<file path="config.mk">
export PLATFORM = sky130hd
export DESIGN_NAME = valve_sequencer_flat
export DESIGN_NICKNAME = d
export VERILOG_FILES = /design/src/rtl/valve_sequencer_if.sv /design/src/rtl/valve_sequencer.sv /design/src/flat_wrapper.sv
export SDC_FILE = /design/constraint.sdc
export NUM_CORES = 1
export LEC_CHECK = 0
export ABC_AREA = 1
export CORE_ASPECT_RATIO = 1.1
export CORE_MARGIN = 2
export CORE_UTILIZATION = 54
export CTS_CLUSTER_DIAMETER = 50
export DETAILED_ROUTE_END_ITERATION = 12
export PLACE_DENSITY_LB_ADDON = 0.15
export SYNTH_ARGS = -nofsm -noshare
export SYNTH_HDL_FRONTEND = slang
export SYNTH_SLANG_ARGS = --single-unit
</file>
<file path="constraint.sdc">
create_clock -name clk -period 1.48 [get_ports clk]
set_input_delay 0.37 -clock clk [delete_from_list [all_inputs] [get_ports clk]]
set_output_delay 0.37 -clock clk [all_outputs]
set_load 0.02 [all_outputs]
</file>
<file path="src/rtl/valve_sequencer_if.sv">
`default_nettype none
// ============================================================================
// Module   : valve_sequencer_if
// Purpose  : Bundles the valve request/enable signals between the reservoir
//            level FSM (master) and the valve sequencer (slave).
// Revision : 1.0  initial release
// ============================================================================
interface valve_sequencer_if;
  logic       en;       // run enable, 0 = emergency stop
  logic [3:0] req;      // requested valves {dfr, fr3, fr2, fr1}
  logic [3:0] valve;    // driven valve enables, same mapping as req
  logic       busy;     // some valve differs from its request
  logic       opening;  // one-cycle pulse after each valve opening

  modport master (
    output en,
    output req,
    input  valve,
    input  busy,
    input  opening
  );

  modport slave (
    input  en,
    input  req,
    output valve,
    output busy,
    output opening
  );
endinterface
`default_nettype wire

</file>
<file path="src/rtl/valve_sequencer.sv">
`default_nettype none
// ============================================================================
// Module   : valve_sequencer
// Purpose  : Converts the requested flow-valve pattern into real valve
//            enables. Openings are staggered (one per STAGGER cycles, lowest
//            index first) to limit supply inrush, every opened valve is held
//            for at least MIN_ON cycles, and en=0 drops all valves at once.
// Revision : 1.0  initial release
// ============================================================================
module valve_sequencer #(
  parameter int unsigned STAGGER = 4,  // cycles between openings, 1..255
  parameter int unsigned MIN_ON  = 8   // minimum open cycles, 1..255
) (
  input  wire logic        clk,
  input  wire logic        resetn,
  valve_sequencer_if.slave bus
);

  // Stagger FSM encoding
  localparam logic [0:0] READY = 1'b0;  // an opening is allowed this edge
  localparam logic [0:0] HOLD  = 1'b1;  // stagger counter still running

  // Counter reload values, truncated to the 8-bit counter width
  localparam logic [7:0] STAGGER_LOAD = 8'(STAGGER - 1);
  localparam logic [7:0] MIN_ON_LOAD  = 8'(MIN_ON - 1);

  // With STAGGER=1 back-to-back openings are allowed and HOLD is never used
  localparam logic USE_HOLD = (STAGGER > 1);

  // --------------------------------------------------------------------------
  // State
  // --------------------------------------------------------------------------
  logic [0:0] stagger_state;
  logic [7:0] stagger_cnt;
  logic [7:0] on_timer [4];
  logic [3:0] valve_cur;
  logic       busy_cur;
  logic       opening_cur;

  // --------------------------------------------------------------------------
  // Next-state decode
  // --------------------------------------------------------------------------
  logic [3:0] pending;     // requested but not yet open
  logic [3:0] lowest_pend; // lowest-index pending valve, one-hot or zero
  logic [3:0] open_sel;    // valve opened on this edge (one-hot or zero)
  logic [3:0] close_sel;   // valves closed on this edge
  logic [3:0] valve_next;  // valve vector after this edge
  logic       open_any;

  // Pick the single valve allowed to open and every valve allowed to close
  always_comb begin
    pending     = bus.req & ~valve_cur;
    // Two's-complement trick isolates the lowest set bit (fr1 wins)
    lowest_pend = pending & (~pending + 4'd1);
    open_sel    = (stagger_state == READY) ? lowest_pend : 4'b0000;
    open_any    = |open_sel;

    close_sel   = 4'b0000;
    for (int i = 0; i < 4; i++) begin
      // A dropped request only closes once the minimum on-time has run out
      close_sel[i] = valve_cur[i] & ~bus.req[i] & (on_timer[i] == 8'd0);
    end

    // Emergency stop drops every valve regardless of its on-timer
    if (bus.en) begin
      valve_next = (valve_cur & ~close_sel) | open_sel;
    end else begin
      valve_next = 4'b0000;
    end
  end

  // --------------------------------------------------------------------------
  // Per-valve minimum on-time counters
  // --------------------------------------------------------------------------
  for (genvar gi = 0; gi < 4; gi++) begin : g_on_timer
    // Load on opening, count down while open, saturate at zero
    always_ff @(posedge clk) begin
      if (!resetn) begin
        on_timer[gi] <= 8'd0;
      end else if (!bus.en) begin
        on_timer[gi] <= 8'd0;
      end else if (open_sel[gi]) begin
        on_timer[gi] <= MIN_ON_LOAD;
      end else if (valve_cur[gi] && (on_timer[gi] != 8'd0)) begin
        on_timer[gi] <= on_timer[gi] - 8'd1;
      end
    end
  end

  // --------------------------------------------------------------------------
  // Stagger FSM: after an opening, block further openings for STAGGER-1 edges
  // --------------------------------------------------------------------------
  // Track the spacing between successive openings
  always_ff @(posedge clk) begin
    if (!resetn) begin
      stagger_state <= READY;
      stagger_cnt   <= 8'd0;
    end else if (!bus.en) begin
      stagger_state <= READY;
      stagger_cnt   <= 8'd0;
    end else begin
      case (stagger_state)
        READY: begin
          if (open_any && USE_HOLD) begin
            stagger_cnt   <= STAGGER_LOAD;
            stagger_state <= HOLD;
          end
        end
        HOLD: begin
          // The edge that brings the counter to zero re-enables openings
          if (stagger_cnt > 8'd1) begin
            stagger_cnt <= stagger_cnt - 8'd1;
          end else begin
            stagger_cnt   <= 8'd0;
            stagger_state <= READY;
          end
        end
        default: begin
          stagger_cnt   <= 8'd0;
          stagger_state <= READY;
        end
      endcase
    end
  end

  // --------------------------------------------------------------------------
  // Registered outputs
  // --------------------------------------------------------------------------
  // Valve enables plus status flags derived from the post-edge valve vector
  always_ff @(posedge clk) begin
    if (!resetn) begin
      valve_cur   <= 4'b0000;
      busy_cur    <= 1'b0;
      opening_cur <= 1'b0;
    end else begin
      valve_cur   <= valve_next;
      busy_cur    <= |(bus.req ^ valve_next);
      opening_cur <= bus.en & open_any;
    end
  end

  assign bus.valve   = valve_cur;
  assign bus.busy    = busy_cur;
  assign bus.opening = opening_cur;

endmodule
`default_nettype wire
</file>
<file path="src/flat_wrapper.sv">
// flat-port wrapper written by rule: the top's interface ports become plain ports
module valve_sequencer_flat 
#(
  parameter int unsigned STAGGER = 4,                                    
  parameter int unsigned MIN_ON  = 8                                 
)
  (clk, resetn, bus_en, bus_req, bus_valve, bus_busy, bus_opening);
  valve_sequencer_if bus_i ();
  input  wire logic clk;
  input  wire logic resetn;
  input wire logic [$bits(bus_i.en)-1:0] bus_en;
  input wire logic [$bits(bus_i.req)-1:0] bus_req;
  output wire logic [$bits(bus_i.valve)-1:0] bus_valve;
  output wire logic [$bits(bus_i.busy)-1:0] bus_busy;
  output wire logic [$bits(bus_i.opening)-1:0] bus_opening;
  assign bus_i.en = bus_en;
  assign bus_i.req = bus_req;
  assign bus_valve = bus_i.valve;
  assign bus_busy = bus_i.busy;
  assign bus_opening = bus_i.opening;
  valve_sequencer #(.STAGGER(STAGGER), .MIN_ON(MIN_ON)) u_core (.clk(clk), .resetn(resetn), .bus(bus_i));
endmodule
</file>
==> results.json <==
{
  "violations": "negative setup slack",
  "p_seq_share_pct": 48.1,
  "timing.final.hold_violations": 0,
  "finalPower_mw": 3.19,
  "numCtsBuffers": 5,
  "chipWidth_microns": 70.6,
  "diodes": 0,
  "route.detailed.drc": 0,
  "maxSlewHeadroom_pct": 82.5,
  "ir_drop_v": 0.000551,
  "stdcell_area_sq_mm": 0.00382,
  "r2r-end": "u_core.bus.busy$_SDFF_PN0_",
  "antenna_found_initial": 0,
  "intPower_mw": 2.24,
  "grt_pass1_wl_microns": 9690,
  "r2r-start": "u_core.on_timer[3][0]$_DFFE_PP_",
  "drive_gt1_share_pct": 41.4,
  "holdPathStages": 2,
  "h-tree-depth": 2,
  "period_share_pct": 107,
  "vias": 2415,
  "detail_route.wl_per_cell_microns": 14.1,
  "yosysWarnings": 0,
  "core_sq_mm": 0.00468,
  "worst_hold_startpoint": "u_core.stagger_cnt[7]$_SDFFE_PN0P_",
  "area_delta_synth_final_pct": 45.0,
  "switching_share_pct": 29.8,
  "synth.avg_cell_area_sq_um": 8.34,
  "synth.distinct_cells": 37,
  "cts_tree": "done",
  "grt_util_all_layers_pct": 22.2,
  "drv_cap": 0,
  "r2r_slack_ns": -0.10,
  "ys_seq_elements": 47,
  "preCtsSetupSlack_ns": -0.413,
  "r2r_cells": 10,
  "cp_max_fo": 3,
  "most-common-layout-cells": "61 x buf_4, 48 x nor2_1, 45 x nand2_1, 32 x edfxtp_1, 28 x inv_1",
  "vias_per_cell": 5.26,
  "path_clk_slew_ns": 0.09,
  "port_buffers": 12,
  "min_to": "u_core.stagger_cnt[7]$_SDFFE_PN0P_",
  "clock_latency_ns": 0.30,
  "drt-pass1-iter-count": 4,
  "rsz0062_at_grt": "true",
  "worst_setup_path_start_kind": "flip-flop",
  "io_pins": 13,
  "layout_min_cycle_time_ns": 1.58,
  "die-area_sq_mm": 0.00546,
  "gr-total-overflow": 0,
  "ant_nets": 0,
  "mostFrequentLayoutCell": "buf_4",
  "path_class": "reg -> reg",
  "max_freq_mhz": 632,
  "cp.arrival_ns": 1.82,
  "first_iter_violations": 114,
  "syn_nets": 333,
  "cts-root-buf": "clkbuf_8",
  "row_count": 26,
  "start_util_pct": 56.2,
  "hold_buffers": 0,
  "layout.cells.non_filler": 459,
  "drv_slew": 0,
  "synth_cells": 316,
  "clock_path_buffers": 2,
  "place_congestion": 0.872,
  "worstSetupEndpointType": "flip-flop",
  "power_frac_clock_pct": 23.4,
  "hold_class": "reg -> reg",
  "tightestPinTransition_ns": 0.260,
  "totalWireLength_microns": 6460,
  "syn-cell-area_sq_mm": 0.00264,
  "dp_hpwl_microns": 4090,
  "outcome": "finished with violations",
  "die_h_microns": 77.3,
  "required_ns": 1.72,
  "worst_slack_ns": -0.101,
  "p_switching_mw": 0.952,
  "pwr-share-comb_pct": 28.5,
  "leakage_nw": 1.71,
  "num-nets-final": 419,
  "grt_pass1_vias": 2297,
  "setup_viol": 23,
  "skew_ns": 0.00930,
  "placed_area_sq_mm": 0.00325,
  "cts_sinks": 47,
  "dp.cells": 437,
  "power-per-cell-area_mw_per_mm2": 835,
  "grt_max_degree": 14,
  "synth_seq_area_share_pct": 47.9
}
[power groups by stage]
stage               logic [mW]  clock network [mW]  registers [mW]
finish                   0.909               0.747            1.53
floorplan                0.393                   0            1.56
global placement         0.649                   0            1.55
detailed placement       0.668                   0            1.55
CTS                      0.715               0.756            1.53
global route             0.997               0.814            1.55
[repair_timing]
item	in CTS	in global routing
pin swaps	10	34
gates cloned	0	1
setup endpoints to repair	70	75
gates resized for setup	27	96
setup buffers	6	7
[metrics by stage]
step	utilization [%]	setup TNS, ns	hold slack, ns
global route	81.6	-4.06	0.524
detailed placement	69.4	-21.80	0.493
floorplan	-	0	0.469
finish	81.6	-0.981	0.503
global placement	69.4	-19.90	0.478
CTS	73.3	-0.116	0.503
[cell type report]
type                       instances  area [sq um]
timing repair buffer              81           674
tap                               56          70.1
sequential                        47          1270
inverter                          43           166
clock buffer                       7          76.3
clock inverter                     1          5.00
multi-input combinational        224          1560
fill                             291           863
[registers in the layout (all words and copies together), names as in the netlist]
register and count:
u_core.bus.busy 1, u_core.bus.valve 4, u_core.bus.opening 1, u_core.on_timer 32, u_core.stagger_cnt 8, u_core.stagger_state 1
[kinds of logic (layout without fill, tap and decap cells)]
| kind of cell | Yosys count | after routing | share of synthesized area [%] |
|---|---|---|---|
| buf+inv | 46 | 132 | 7.03 |
| simple gates | 154 | 155 | 25.4 |
| flops | 47 | 47 | 47.9 |
| xor+xnor | 21 | 21 | 6.98 |
| compound gates | 38 | 38 | 8.02 |
| fa+ha+maj | 10 | 10 | 4.75 |
[worst max path at each step]
stage | slack (ns) | startpoint | endpoint | cells past startpoint
after floorplan | 0.003 | u_core.on_timer[0][0]$_DFFE_PP_ | u_core.on_timer[0][0]$_DFFE_PP_ | 7
after global placement | -0.41 | bus_req[1] | u_core.stagger_cnt[0]$_SDFFE_PN0P_ | 8
after detailed placement | -0.41 | bus_req[2] | u_core.stagger_cnt[1]$_SDFFE_PN0P_ | 6
after CTS | -0.08 | u_core.on_timer[2][2]$_SDFFCE_PN0P_ | u_core.on_timer[2][7]$_SDFFCE_PN0P_ | 8
after global routing | -0.24 | u_core.on_timer[2][2]$_SDFFCE_PN0P_ | u_core.on_timer[2][7]$_SDFFCE_PN0P_ | 8
final | -0.10 | u_core.on_timer[3][0]$_DFFE_PP_ | u_core.bus.busy$_SDFF_PN0_ | 10
[Yosys cell counts, drive strengths merged]
cell type / instances / area (sq um)
nor2: 65 / 254
nand2: 56 / 215
inv: 42 / 158
edfxtp: 32 / 961
o21ai: 18 / 90.1
nand3: 17 / 85.1
dfxtp: 15 / 300
xor2: 15 / 131
a21oi: 12 / 60.1
ha: 10 / 125
or2: 6 / 40.1
xnor2: 6 / 52.6
nor3: 5 / 36.3
buf: 3 / 23.8
nand4: 2 / 12.5
nor4: 2 / 18.8
o211ai: 2 / 15.0
a21o: 1 / 7.51
a221oi: 1 / 8.76
a31oi: 1 / 6.26
a41oi: 1 / 8.76
and3: 1 / 6.26
clkinv: 1 / 3.75
o21a: 1 / 7.51
o21bai: 1 / 7.51
[layer usage]
metal	part of all wire, %	global-route usage (%)
met5	0	0
met4	2.2	7.92
met3	3.7	3.94
met2	52	39.5
met1	42	26.6
[worst max-delay path, cell delays in order (launching register included)]
cell	delay (ns)
edfxtp_1	0.42
inv_2	0.11
ha_4	0.16
nand3_4	0.08
o21ai_4	0.21
nand3_2	0.13
nand2_2	0.09
nand2_1	0.06
nand3_1	0.10
nor2_1	0.06
nor2_1	0.12
No activity file was read; power rests on OpenSTA's default activity.
